$ cat config.mk
export PLATFORM = sky130hd
export DESIGN_NAME = uart_reg_initiator
export DESIGN_NICKNAME = d
export VERILOG_FILES = /design/src/rtl/uart_reg_pkg.sv /design/src/rtl/uart_sync_fifo.sv /design/src/rtl/uart_reg_initiator.sv
export SDC_FILE = /design/constraint.sdc
export NUM_CORES = 1
export LEC_CHECK = 0
export ABC_CLOCK_PERIOD_IN_PS = 2490
export CELL_PAD_IN_SITES_DETAIL_PLACEMENT = 0
export CELL_PAD_IN_SITES_GLOBAL_PLACEMENT = 1
export CORE_MARGIN = 8
export CORE_UTILIZATION = 34
export DETAILED_ROUTE_END_ITERATION = 16
export GPL_TIMING_DRIVEN = 0
export PLACE_DENSITY_LB_ADDON = 0.1
export SYNTH_ARGS = -nofsm -noshare
export SYNTH_HDL_FRONTEND = slang
export SYNTH_HIERARCHICAL = 1
export SYNTH_SLANG_ARGS = --single-unit
$ cat constraint.sdc
create_clock -name clk -period 2.49 [get_ports clk]
set_clock_uncertainty 0.15 [all_clocks]
set_input_delay 0.3735 -clock clk [delete_from_list [all_inputs] [get_ports clk]]
set_output_delay 0.3735 -clock clk [all_outputs]
set_load 0.02 [all_outputs]
$ cat src/rtl/uart_reg_pkg.sv
// uart_reg_pkg: register map, flag bit positions and FSM states shared by the UART bus initiator.
package uart_reg_pkg;
    localparam logic [3:0] UART_ADDR_FLAGS = 4'd0;
    localparam logic [3:0] UART_ADDR_DATA  = 4'd8;
    localparam logic [3:0] UART_ADDR_DIV   = 4'd12;
    localparam int FLAG_TX_READY = 0;
    localparam int FLAG_RX_READY = 1;
    typedef enum logic [2:0] {INIT, POLL, DECIDE, RXRD, TXWR} state_e;
endpackage

$ cat src/rtl/uart_sync_fifo.sv
// uart_sync_fifo: first-word fall-through synchronous FIFO with async active-low flush.
module uart_sync_fifo #(
    parameter int WIDTH = 8,
    parameter int DEPTH = 16
) (
    input  logic             clk,
    input  logic             rst_ni,
    input  logic             push_i,
    input  logic [WIDTH-1:0] data_i,
    input  logic             pop_i,
    output logic [WIDTH-1:0] data_o,
    output logic             empty_o,
    output logic             full_o
);
    localparam int AW = $clog2(DEPTH);
    localparam logic [AW:0] FULL = (AW+1)'(DEPTH);
    logic [WIDTH-1:0] mem [DEPTH];
    logic [AW-1:0] wr_q, rd_q;
    logic [AW:0] cnt_q;
    logic do_push, do_pop;
    assign empty_o = cnt_q == '0;
    assign full_o  = cnt_q == FULL;
    assign do_push = push_i & ~full_o;
    assign do_pop  = pop_i & ~empty_o;
    assign data_o  = mem[rd_q];
    always_ff @(posedge clk or negedge rst_ni) begin
        if (!rst_ni) begin
            wr_q  <= '0;
            rd_q  <= '0;
            cnt_q <= '0;
        end else begin
            if (do_push) wr_q <= wr_q + 1'b1;
            if (do_pop) rd_q <= rd_q + 1'b1;
            cnt_q <= cnt_q + {{AW{1'b0}}, do_push} - {{AW{1'b0}}, do_pop};
        end
    end
    always_ff @(posedge clk) begin
        if (do_push) mem[wr_q] <= data_i;
    end
endmodule

$ cat src/rtl/uart_reg_initiator.sv
// uart_reg_initiator: programs the UART divider, then polls flags and shuttles bytes between FIFOs and the UART.
// Optional UART_REG_INITIATOR_ECHO_EN: received bytes are also queued for transmission.
module uart_reg_initiator import uart_reg_pkg::*; #(
    parameter logic [15:0] CLOCK_DIV  = 16'd26,
    parameter int          FIFO_DEPTH = 16
) (
    input  logic        clk,
    input  logic        dividerStage1,
    output logic [3:0]  address,
    output logic        read,
    input  logic [31:0] readData,
    output logic        write,
    output logic [31:0] writeData,
    input  logic        waitrequest,
    input  logic [7:0]  tx_data,
    input  logic        tx_valid,
    output logic        tx_ready,
    output logic [7:0]  rx_data,
    output logic        rx_valid,
    input  logic        rx_ready,
    output logic        cfg_done,
    output logic        rx_overflow
);
    state_e state_q;
    logic [3:0] address_q;
    logic read_q, write_q, cfg_done_q, ovf_q;
    logic [31:0] wdata_q;
    logic [1:0] flags_q;
    logic [7:0] tx_head, tx_wdata;
    logic tx_empty, tx_full, rx_empty, rx_full;
    logic done, rx_push, tx_pop, tx_push;
    logic unused_rd;
    assign unused_rd   = ^readData[31:8];
    assign address     = address_q;
    assign read        = read_q;
    assign write       = write_q;
    assign writeData   = wdata_q;
    assign cfg_done    = cfg_done_q;
    assign rx_overflow = ovf_q;
    assign tx_ready    = ~tx_full;
    assign rx_valid    = ~rx_empty;
    assign done        = (read_q | write_q) & ~waitrequest;
    assign rx_push     = done && state_q == RXRD;
    assign tx_pop      = done && state_q == TXWR;
`ifdef UART_REG_INITIATOR_ECHO_EN
    logic echo;
    assign echo     = rx_push & ~rx_full & ~tx_valid & ~tx_full;
    assign tx_push  = tx_valid | echo;
    assign tx_wdata = tx_valid ? tx_data : readData[7:0];
`else
    assign tx_push  = tx_valid;
    assign tx_wdata = tx_data;
`endif
    uart_sync_fifo #(.WIDTH(8), .DEPTH(FIFO_DEPTH)) u_rx_fifo (
        .clk(clk), .rst_ni(dividerStage1), .push_i(rx_push), .data_i(readData[7:0]),
        .pop_i(rx_ready), .data_o(rx_data), .empty_o(rx_empty), .full_o(rx_full)
    );
    uart_sync_fifo #(.WIDTH(8), .DEPTH(FIFO_DEPTH)) u_tx_fifo (
        .clk(clk), .rst_ni(dividerStage1), .push_i(tx_push), .data_i(tx_wdata),
        .pop_i(tx_pop), .data_o(tx_head), .empty_o(tx_empty), .full_o(tx_full)
    );
    // Each completing access loads the strobes for the next state, so POLL-DECIDE-access is 3 cycles.
    always_ff @(posedge clk or negedge dividerStage1) begin
        if (!dividerStage1) begin
            state_q    <= INIT;
            address_q  <= UART_ADDR_FLAGS;
            read_q     <= 1'b0;
            write_q    <= 1'b0;
            wdata_q    <= '0;
            cfg_done_q <= 1'b0;
            ovf_q      <= 1'b0;
            flags_q    <= '0;
        end else begin
            case (state_q)
                INIT: begin
                    if (!write_q) begin
                        write_q   <= 1'b1;
                        address_q <= UART_ADDR_DIV;
                        wdata_q   <= {16'b0, CLOCK_DIV};
                    end else if (done) begin
                        write_q    <= 1'b0;
                        read_q     <= 1'b1;
                        address_q  <= UART_ADDR_FLAGS;
                        cfg_done_q <= 1'b1;
                        state_q    <= POLL;
                    end
                end
                POLL: begin
                    if (done) begin
                        read_q  <= 1'b0;
                        flags_q <= readData[1:0];
                        state_q <= DECIDE;
                    end
                end
                DECIDE: begin
                    if (flags_q[FLAG_RX_READY]) begin
                        read_q    <= 1'b1;
                        address_q <= UART_ADDR_DATA;
                        state_q   <= RXRD;
                    end else if (flags_q[FLAG_TX_READY] && !tx_empty) begin
                        write_q   <= 1'b1;
                        address_q <= UART_ADDR_DATA;
                        wdata_q   <= {24'b0, tx_head};
                        state_q   <= TXWR;
                    end else begin
                        read_q    <= 1'b1;
                        address_q <= UART_ADDR_FLAGS;
                        state_q   <= POLL;
                    end
                end
                RXRD: begin
                    if (done) begin
                        if (rx_full) ovf_q <= 1'b1;
                        address_q <= UART_ADDR_FLAGS;
                        state_q   <= POLL;
                    end
                end
                TXWR: begin
                    if (done) begin
                        write_q   <= 1'b0;
                        read_q    <= 1'b1;
                        address_q <= UART_ADDR_FLAGS;
                        state_q   <= POLL;
                    end
                end
                default: state_q <= INIT;
            endcase
        end
    end
endmodule
# Word-level counts from Yosys, hierarchy flattened
# Memories as Yosys holds them, arrays and structs flattened.
# Cells that the tools add are included.
# totals
reg_bits,71
latch_bits,0
ramBits,256
mem_bits_ro,0
in_bits,45
output_inout_bits,50
memories,2
# mem_list
name,words,word_bits,read_ports,rd_clocked_by_memory_dff,wr,line_no,source
u_rx_fifo.mem,16,8,1,0,1,uart_sync_fifo.sv:17,logic [WIDTH-1:0] mem [DEPTH];
u_tx_fifo.mem,16,8,1,0,1,uart_sync_fifo.sv:17,
# classes
n_addsub,8
n_mul,0
div_mod_pow,0
n_lt_le_gt_ge,0
n_eq_ne,13
shifts,0
muxes,30
n_bitwise,11
n_reduce_logical,19
# op_table
cell,n
$mux W32,3
$pmux W32 S2,1
$add A4 B1 Y4 const B,4
$mux W4,4
$mux W3,5
$mux W1,13
$ne A2 B2 Y1 const B,6
$pmux W3 S4,1
$pmux W4 S3,1
$reduce_and A4 Y1,3
$add A5 B1 Y5,2
$eq A5 B5 Y1 const B,2
$logic_not A5 Y1,2
$sub A5 B1 Y5,2
$eq A3 B2 Y1 const B,2
$reduce_and A3 Y1,2
$reduce_bool A3 Y1,2
$and A1 B1 Y1,5
$not A1 Y1,5
$pmux W1 S4,1
$reduce_and A2 Y1,2
$reduce_bool A4 Y1,1
$eq A3 B1 Y1 const B,1
$eq A3 B3 Y1 const B,1
8 further kinds,10

# Logic depth before layout (Yosys ltp)
# Gate-level depths: netlist (run 1).
# depth
ltp_word,6
depth_mapped,14
ltp_nobuf,13

# Modules after synthesis
# Netlist (run 1), hierarchy kept.
# by_module_without_submodules
mod,n_inst,cells_each,area_each_um2,seq_area_each_um2
uart_sync_fifo,2,319,5863.1,4169.0
uart_reg_initiator,1,117,1196.1,525.5

# Worst setup path after synthesis (run 1)
# No wires, ideal clock.
# synth_timing
kind,register to register
from,reg write_q (netlist: write)
to,reg u_rx_fifo.cnt_q[4]
setup_time_ns,0.123
arrival_ns,2.487
required_ns,2.217
setup_slack_ns,-0.270
stages_incl_launch_ff,14
period_less_slack_ns,2.760
cell_sequence,dfrtp_1 o21bai_1 nor3_1 nor2b_1 buf_4 inv_2 ha_1 inv_1 ha_1 fa_1 a21oi_1 nor2_1 nor2_1 xnor2_1
# synth_via
elab_chain_len,6
# synth_lines
item,line_no,source
start: declaration,uart_reg_initiator.sv:26,"logic read_q, write_q, cfg_done_q, ovf_q;"
start signal: assignment,uart_reg_initiator.sv:68,write_q <= 1'b0;
start signal: assignment,uart_reg_initiator.sv:77,write_q <= 1'b1;
start signal: assignment,uart_reg_initiator.sv:81,write_q <= 1'b0;
$or A1 B1 Y1,uart_reg_initiator.sv:42,assign done = (read_q | write_q) & ~waitrequest;
$and A1 B1 Y1,uart_reg_initiator.sv:42,
$logic_and A1 B1 Y1,uart_reg_initiator.sv:43,assign rx_push = done && state_q == RXRD;
named net rx_push,uart_reg_initiator.sv:31,"logic done, rx_push, tx_pop, tx_push;"
$and A1 B1 Y1,uart_sync_fifo.sv:23,assign do_push = push_i & ~full_o;
$add A5 B1 Y5,uart_sync_fifo.sv:34,"cnt_q <= cnt_q + {{AW{1'b0}}, do_push} - {{AW{1'b0}}, do_pop};"
$sub A5 B1 Y5,uart_sync_fifo.sv:34,
end signal: assignment,uart_sync_fifo.sv:34,
end: declaration,uart_sync_fifo.sv:19,logic [AW:0] cnt_q;
# The timed path passes the listed nets, and every way through them passes these cells.
# A chain may end at the register's enable or synchronous reset.

# Worst setup path after layout (run 1)
# layout_timing
from,reg u_tx_fifo.cnt_q[2]
to,reg u_tx_fifo.cnt_q[4]
# layout_rtl
item,line_no,source
start: declaration,uart_sync_fifo.sv:19,
start signal: assignment,uart_sync_fifo.sv:34,
$logic_not A5 Y1,uart_sync_fifo.sv:21,assign empty_o = cnt_q == '0;
named net tx_empty,uart_reg_initiator.sv:30,"logic tx_empty, tx_full, rx_empty, rx_full;"
$not A1 Y1,uart_sync_fifo.sv:24,assign do_pop = pop_i & ~empty_o;
$and A1 B1 Y1,uart_sync_fifo.sv:24,
named net u_tx_fifo.do_pop,uart_sync_fifo.sv:20,"logic do_push, do_pop;"
$sub A5 B1 Y5,uart_sync_fifo.sv:34,
# The timed path passes the listed nets, and every way through them passes these cells.

==> results of run 1 <==
## registers in the layout, indices dropped and copies added (netlist names), 5 cells and up
signal,flops
u_rx_fifo/mem,128
writeData,8
u_tx_fifo/mem,128
u_tx_fifo/cnt_q,5
u_rx_fifo/cnt_q,5
## critical path: cells and delay by family (launching register included)
family	cells	cell delay, ns
compound gates	1	0.13
simple gates	4	0.66
fa+ha+maj	4	0.89
buf+inv	3	0.30
xor+xnor	1	0.13
flops	1	0.39
## synth_stat cells (15+ instances only)
cell,number,area [µm²]
nor2_1,15,56.30
inv_1,31,116.4
xnor2_1,15,131.4
dfrtp_1,47,1176
ha_1,22,275.3
mux2i_1,70,700.7
o21ai_0,19,95.09
a221oi_2,18,270.3
a22oi_1,17,127.6
buf_4,30,225.2
buf_6,17,191.4
edfxtp_1,256,7687
mux4_2,32,720.7
nand2_1,29,108.9
and2_1,20,125.1
## final timing paths
path	to	slack, ns	cells after the start
setup / recovery	u_tx_fifo/cnt_q[4]	-0.26	13
hold / removal	write	0.21	2
setup reg to reg	u_tx_fifo/cnt_q[4]	-0.26	13
hold reg to reg	cfg_done	0.33	1
max in group asynchronous	u_rx_fifo/rd_q[3]	1.35	3
min in group asynchronous	u_tx_fifo/wr_q[1]	0.26	2
## power by group through the flow
stage / Clock, W / Combinational (W) / Sequential, W
after detailed placement: 0 / 0.00526 / 0.00648
after global routing: 0.00544 / 0.00714 / 0.00650
after CTS: 0.00526 / 0.00605 / 0.00642
after floorplan: 0 / 0.00351 / 0.00648
final: 0.00510 / 0.00662 / 0.00644
after global placement: 0 / 0.00510 / 0.00645
## cell families after synthesis
logic type,synth area share
flops,0.6859
mux,0.1170
simple gates,0.04648
buf+inv,0.05006
compound gates,0.06168
fa+ha+maj,0.02440
xor+xnor,0.01423
other cells,0.0002902
## metrics by stage
| stage | utilization | cells | hold WS (ns) | worst slack, ns | setup TNS (ns) |
|---|---|---|---|---|---|
| final | 0.4380 | 1445 | 0.2117 | -0.2550 | -2.067 |
| after global routing | 0.4380 | 1445 | 0.2287 | -0.4122 | -4.086 |
| after CTS | 0.4266 | 1430 | 0.1866 | -0.3105 | -3.657 |
| after detailed placement | 0.3809 | 1344 | 0.2737 | -1.117 | -98.11 |
| after global placement | 0.3776 | 1335 | 0.3003 | -1.802 | -200.85 |
| after floorplan | - | 778 | -0.07209 | -0.07382 | -0.2411 |
## per-layer routing
| metal | vias up | track usage |
|---|---|---|
| met3 | 39 | 0.02522 |
| met1 | 3521 | 0.1622 |
| li1 | 3174 | - |
| met2 | 132 | 0.2451 |
| met5 | - | 0 |
| met4 | 0 | 0.03909 |
## final cells by class
class | count | area share
Tap cell | 511 | 0.03885
Multi-Input combinational cell | 376 | 0.2487
Inverter | 34 | 0.009047
Timing Repair Buffer | 97 | 0.05801
Clock buffer | 49 | 0.06074
Clock inverter | 14 | 0.009503
Buffer | 61 | 0.03619
Sequential cell | 303 | 0.5390
## what timing repair did
action | CTS | global route
setup endpoints to repair | 201 | 193
gates resized for setup | 125 | 70
endpoints found under the hold margin | 19 | 0
gates cloned | 2 | 2
hold buffers | 1 | 0
buffers inserted | 24 | 14
pin swaps | 30 | 42
==> results.py, run 1 <==
metrics = {
    "outcome": {
        "status": "finished with violations",
        "failed_checks": "negative setup slack",
    },
    "setup_path": {
        "critPathLaunchType": "flop",
        "critical_path.most_common_cell": "ha_4",
        "timing_worst_setup_path_type": "flop to flop",
        "timing.critical_path.arrival_ns": 3.03,
        "critical_path.reg2reg.startpoint": "u_tx_fifo/cnt_q[2]",
        "cp_data_required_time_ns": 2.77,
        "timing.critical_path.from": "u_tx_fifo/cnt_q[2]",
        "setup.worst_path.end_class": "flop",
        "slowest_stage": "dfrtp_1",
        "crit_path_max_fanout": 2,
        "path_cells": "inv_2 > ha_4 > nor4b_4 > nor2b_1 > clkbuf_8 > ha_4 > inv_2 > ha_4 > fa_2 > a21oi_2 > nor2_1 > nor2_1 > xnor2_1",
        "critical-path-max-stage-delay_ns": 0.39,
    },
    "cts": {
        "clock_insertion_delay_worst_skew_ns": 0.52,
        "clk_pin_slew_ns": 0.06,
        "root_buffer": "clkbuf_16",
        "clock_path_buffers": 3,
        "htree_levels": 2,
        "numCtsBuffers": 35,
        "cts.sink_count": 303,
        "tritoncts": "built",
    },
    "die": {
        "fp-row-count": 71,
        "fp.dieArea_um2": 44500,
        "core_area_um2": 37580,
        "starting_utilization_of_the_core_area": 0.3439,
        "die_width_um": 211.0,
        "die_outline_height_um": 211.0,
        "pin_count": 95,
    },
    "timing": {
        "postLayoutSetupSlackWorst_ns": -0.2550,
        "final-max-slew-violation-count": 0,
        "finalSetupViolCount": 11,
        "post_layout_minimum_cycle_time_ns": 2.745,
        "rsz0062_at_grt": "yes",
        "share_of_the_clock_period_used_by_the_worst_path_after_layout": 1.102,
        "max-slew-margin-rel": 0.4818,
        "hold_viol_final": 0,
        "maxClockFrequency_mhz": 364.3,
        "worst_pin_slew_ns": 0.7748,
    },
    "yosys": {
        "ys_async_sr_fraction": 0.1551,
        "post_synth_inst_count": 755,
        "synth_enable_flop_cells": 256,
        "syn-mean-instance-area_um2": 17.12,
        "ys_warn_count": 6,
        "postSynthRegisterBits": 303,
        "synth_sequential_area_ratio": 0.6859,
        "commonest_register_cell_after_synthesis": "edfxtp_1",
        "synth.cell_area_um2": 12920,
        "post_synth_num_cell_types": 52,
    },
    "global_routing": {
        "grt_pass1_vias": 7335,
        "grt_max_degree": 29,
        "grt_overflow_total": 0,
        "antenna_violations_before_repair": 0,
        "grt_pass1_wl_mm": 45.47,
        "grt_use_total": 0.1354,
    },
    "route": {
        "dr_wl_met3_mm": 1.142,
        "drt-initial-drc-count": 254,
        "met2_length_mm": 15.98,
        "antenna_left": 0,
        "detail_route.wirelength_mm": 30.05,
        "routed-via-count": 6866,
        "first_pass_iters": 4,
        "met1Wirelength_mm": 12.36,
        "remaining_drc_errors": 0,
        "detail_route.vias_per_cell": 4.752,
        "top_routing_layer_in_use": "met4",
        "drt-wirelength-per-cell_um": 20.79,
    },
    "power": {
        "power_frac_clock": 0.281,
        "power.net_switching_w": 0.005729,
        "total_power_w": 0.01816,
        "power_per_cell_area_nw_per_um2": 1103,
        "max-vdd-ir-drop_v": 0.0005738,
        "p_int_w": 0.01243,
        "combPwrFrac": 0.364,
        "total_leakage_power_nw": 5.833,
        "share_seq_of_total_power": 0.355,
        "netSwitchingFraction": 0.3155,
    },
    "hold_path": {
        "min_from": "waitrequest",
        "worst_hold_path_type": "primary input to flop",
    },
    "final_layout": {
        "final_nets": 977,
        "layout_common_cells": "edfxtp_1, buf_4, mux2i_1",
        "mostFrequentLayoutCell": "edfxtp_1",
        "area.sequential_um2": 8871,
        "antenna_cells_inserted": 0,
        "area_occupied_by_multi_input_gates_um2": 4093,
        "drive_gt1_frac": 0.3448,
        "area_delta_synth_final_pct": 27.36,
        "finalInstanceArea_um2": 16460,
        "fillerInstances": 3324,
    },
    "placement": {
        "buffer_ports.inserted": 46,
        "detailed_place.area_um2": 14310,
        "detailedPlacementHpwl_mm": 20.48,
        "finalWeightedCongestion": 0.7561,
    },
    "flow_run": {
        "max_cap_violations": 0,
    },
}
Note: power is estimated with default switching activity, not from simulation.
==> inputs of run 2 (changes only) <==
- ABC_CLOCK_PERIOD_IN_PS: 2490 -> 2500
- CAP_MARGIN: default -> 10
- GPL_TIMING_DRIVEN: 0 -> default
- clock period: 2.49 -> 2.5 ns (I/O delays scaled with it)
==> run 2 against run 1 <==
  * The flow still finishes with violations (negative setup slack)
  * Worst setup slack gained 0.0063 ns
  * Combinational power decreased by 8.5%
  * Clock power up 3%
  * Via count up 1.3%
  * Utilization decreased by 0.11 points
  * Largest power group is now sequential cells
  * Highest routed layer unchanged
==> results.py, run 2 (synthesis results as in run 1) <==
metrics = {
    "cts": {
        "clk_pin_slew_ns": 0.06,
        "root_buffer": "clkbuf_16",
        "htree_levels": 2,
        "clock_insertion_delay_worst_skew_ns": 0.52,
        "numCtsBuffers": 35,
        "cts.sink_count": 303,
        "tritoncts": "built",
        "clock_path_buffers": 3,
    },
    "setup_path": {
        "setup.worst_path.end_class": "output pin",
        "worst-r2r-setup-slack_ns": 0.01,
        "critPathLaunchType": "flop",
        "timing_worst_setup_path_type": "flop to output pin",
        "timing.critical_path.arrival_ns": 2.22,
        "crit_path_max_fanout": 6,
        "cp_data_required_time_ns": 1.98,
    },
    "timing": {
        "share_of_the_clock_period_used_by_the_worst_path_after_layout": 1.099,
        "finalSetupViolCount": 8,
        "max-slew-margin-rel": 0.4975,
        "hold_viol_final": 0,
        "postLayoutSetupSlackWorst_ns": -0.2487,
        "maxClockFrequency_mhz": 363.8,
        "final-max-slew-violation-count": 0,
        "worst_pin_slew_ns": 0.7538,
        "rsz0062_at_grt": "yes",
        "post_layout_minimum_cycle_time_ns": 2.749,
    },
    "die": {
        "core_area_um2": 37580,
        "fp.dieArea_um2": 44500,
        "die_outline_height_um": 211.0,
        "fp-row-count": 71,
        "starting_utilization_of_the_core_area": 0.3439,
        "pin_count": 95,
        "die_width_um": 211.0,
    },
    "route": {
        "remaining_drc_errors": 0,
        "first_pass_iters": 4,
        "drt-wirelength-per-cell_um": 20.77,
        "antenna_left": 0,
        "detail_route.wirelength_mm": 30.34,
        "drt-initial-drc-count": 330,
        "routed-via-count": 6952,
        "detail_route.vias_per_cell": 4.758,
    },
    "hold_path": {
        "worst_hold_path_type": "primary input to async pin",
    },
    "power": {
        "power_per_cell_area_nw_per_um2": 1083,
        "max-vdd-ir-drop_v": 0.0004758,
        "total_leakage_power_nw": 5.928,
    },
    "final_layout": {
        "layout_common_cells": "edfxtp_1, buf_4, mux2i_1",
        "antenna_cells_inserted": 0,
        "area_delta_synth_final_pct": 27.03,
        "drive_gt1_frac": 0.3211,
        "final_nets": 992,
        "mostFrequentLayoutCell": "edfxtp_1",
        "fillerInstances": 3337,
        "finish.cell_count_without_fillers": 1461,
    },
    "global_routing": {
        "grt_use_total": 0.1380,
        "antenna_violations_before_repair": 0,
        "grt_pass1_wl_mm": 46.84,
        "grt_pass1_vias": 7482,
        "grt_max_degree": 29,
        "grt_overflow_total": 0,
    },
    "placement": {
        "detailedPlacementHpwl_mm": 20.10,
        "buffer_ports.inserted": 46,
        "dp_cells": 1375,
        "finalWeightedCongestion": 0.7698,
        "pre_cts_ws_ns": -0.5700,
    },
    "outcome": {
        "status": "finished with violations",
        "failed_checks": "negative setup slack",
    },
    "flow_run": {
        "max_cap_violations": 0,
    },
}
-- run 2: changes by cell type in the layout (fill, tap and decap cells not counted), moves of 11 or more --
cell / before / now
mux2i_1: 54 / 65
buf_4: 71 / 96
and2_1: 4 / 20
and2_2: 16 / 0
buf_12: 11 / 22
buf_6: 23 / 10
-- run 2: routing by layer --
layer | up-vias | wire [µm] | part of all wire | GRT usage
met3 | 35 | 1136 | 0.037 | 0.02448
li1 | 3209 | - | - | -
met4 | 0 | 444 | 0.015 | 0.03403
met5 | - | 0 | 0 | 0
met1 | 3583 | 14590 | 0.48 | 0.1960
met2 | 125 | 14170 | 0.47 | 0.2175
-- run 2: worst paths after layout --
kind / startpoint / end / cells after the start
max: u_rx_fifo/rd_q[0] / rx_data[6] / 8
min: dividerStage1 / u_rx_fifo/cnt_q[3] / 2
max reg2reg: u_tx_fifo/cnt_q[3] / u_tx_fifo/cnt_q[4] / 13
min reg2reg: cfg_done / cfg_done / 1
max in group asynchronous: dividerStage1 / writeData[0] / 3
min in group clk: cfg_done / cfg_done / 1
-- run 2: worst max-delay path: stages (launching register included) --
cell,delay (ns)
dfrtp_2,0.41
buf_6,0.14
buf_12,0.14
mux2i_4,0.20
a221oi_4,0.35
buf_4,0.18
o21ai_1,0.07
nand2_2,0.09
buf_6,0.12
-- run 2: power by group --
part	total [W]	switching (W)	internal [W]
clock	0.00525	0.00200	0.00325
combinational	0.00606	0.00306	0.00300
sequential	0.00646	0.000410	0.00605
total	0.0178	0.00547	0.0123
-- run 2: layout make-up --
cell class / instances / area [µm²] / share of cell area
Clock inverter: 14 / 183.9 / 0.01120
Inverter: 34 / 130.1 / 0.007927
Timing Repair Buffer: 173 / 1768 / 0.1077
Tap cell: 511 / 639.4 / 0.03895
Sequential cell: 303 / 8869 / 0.5402
Multi-Input combinational cell: 376 / 3812 / 0.2322
Clock buffer: 50 / 1013 / 0.06174
-- run 2: metrics by stage --
step | cell area [µm²] | util | total power, W | TNS [ns] | hold slack [ns]
2_1_floorplan | 13050 | - | 0.009919 | -0.06384 | -0.07059
3_3_place_gp | 14700 | 0.3911 | 0.01181 | -16.19 | 0.3019
3_5_place_dp | 14700 | 0.3911 | 0.01191 | -23.08 | 0.2968
4_1_cts | 16260 | 0.4327 | 0.01779 | -1.937 | 0.3190
5_1_grt | 16420 | 0.4369 | 0.01873 | -2.494 | 0.3367
6_report | 16420 | 0.4369 | 0.01777 | -1.564 | 0.3081
-- run 2: what timing repair did --
action,in CTS,in global routing
buffers inserted,13,6
pin swaps,26,16
hold endpoints to repair,26,0
setup endpoints to repair,14,48
hold buffers,1,0
resized for setup,92,28
gates cloned,2,1
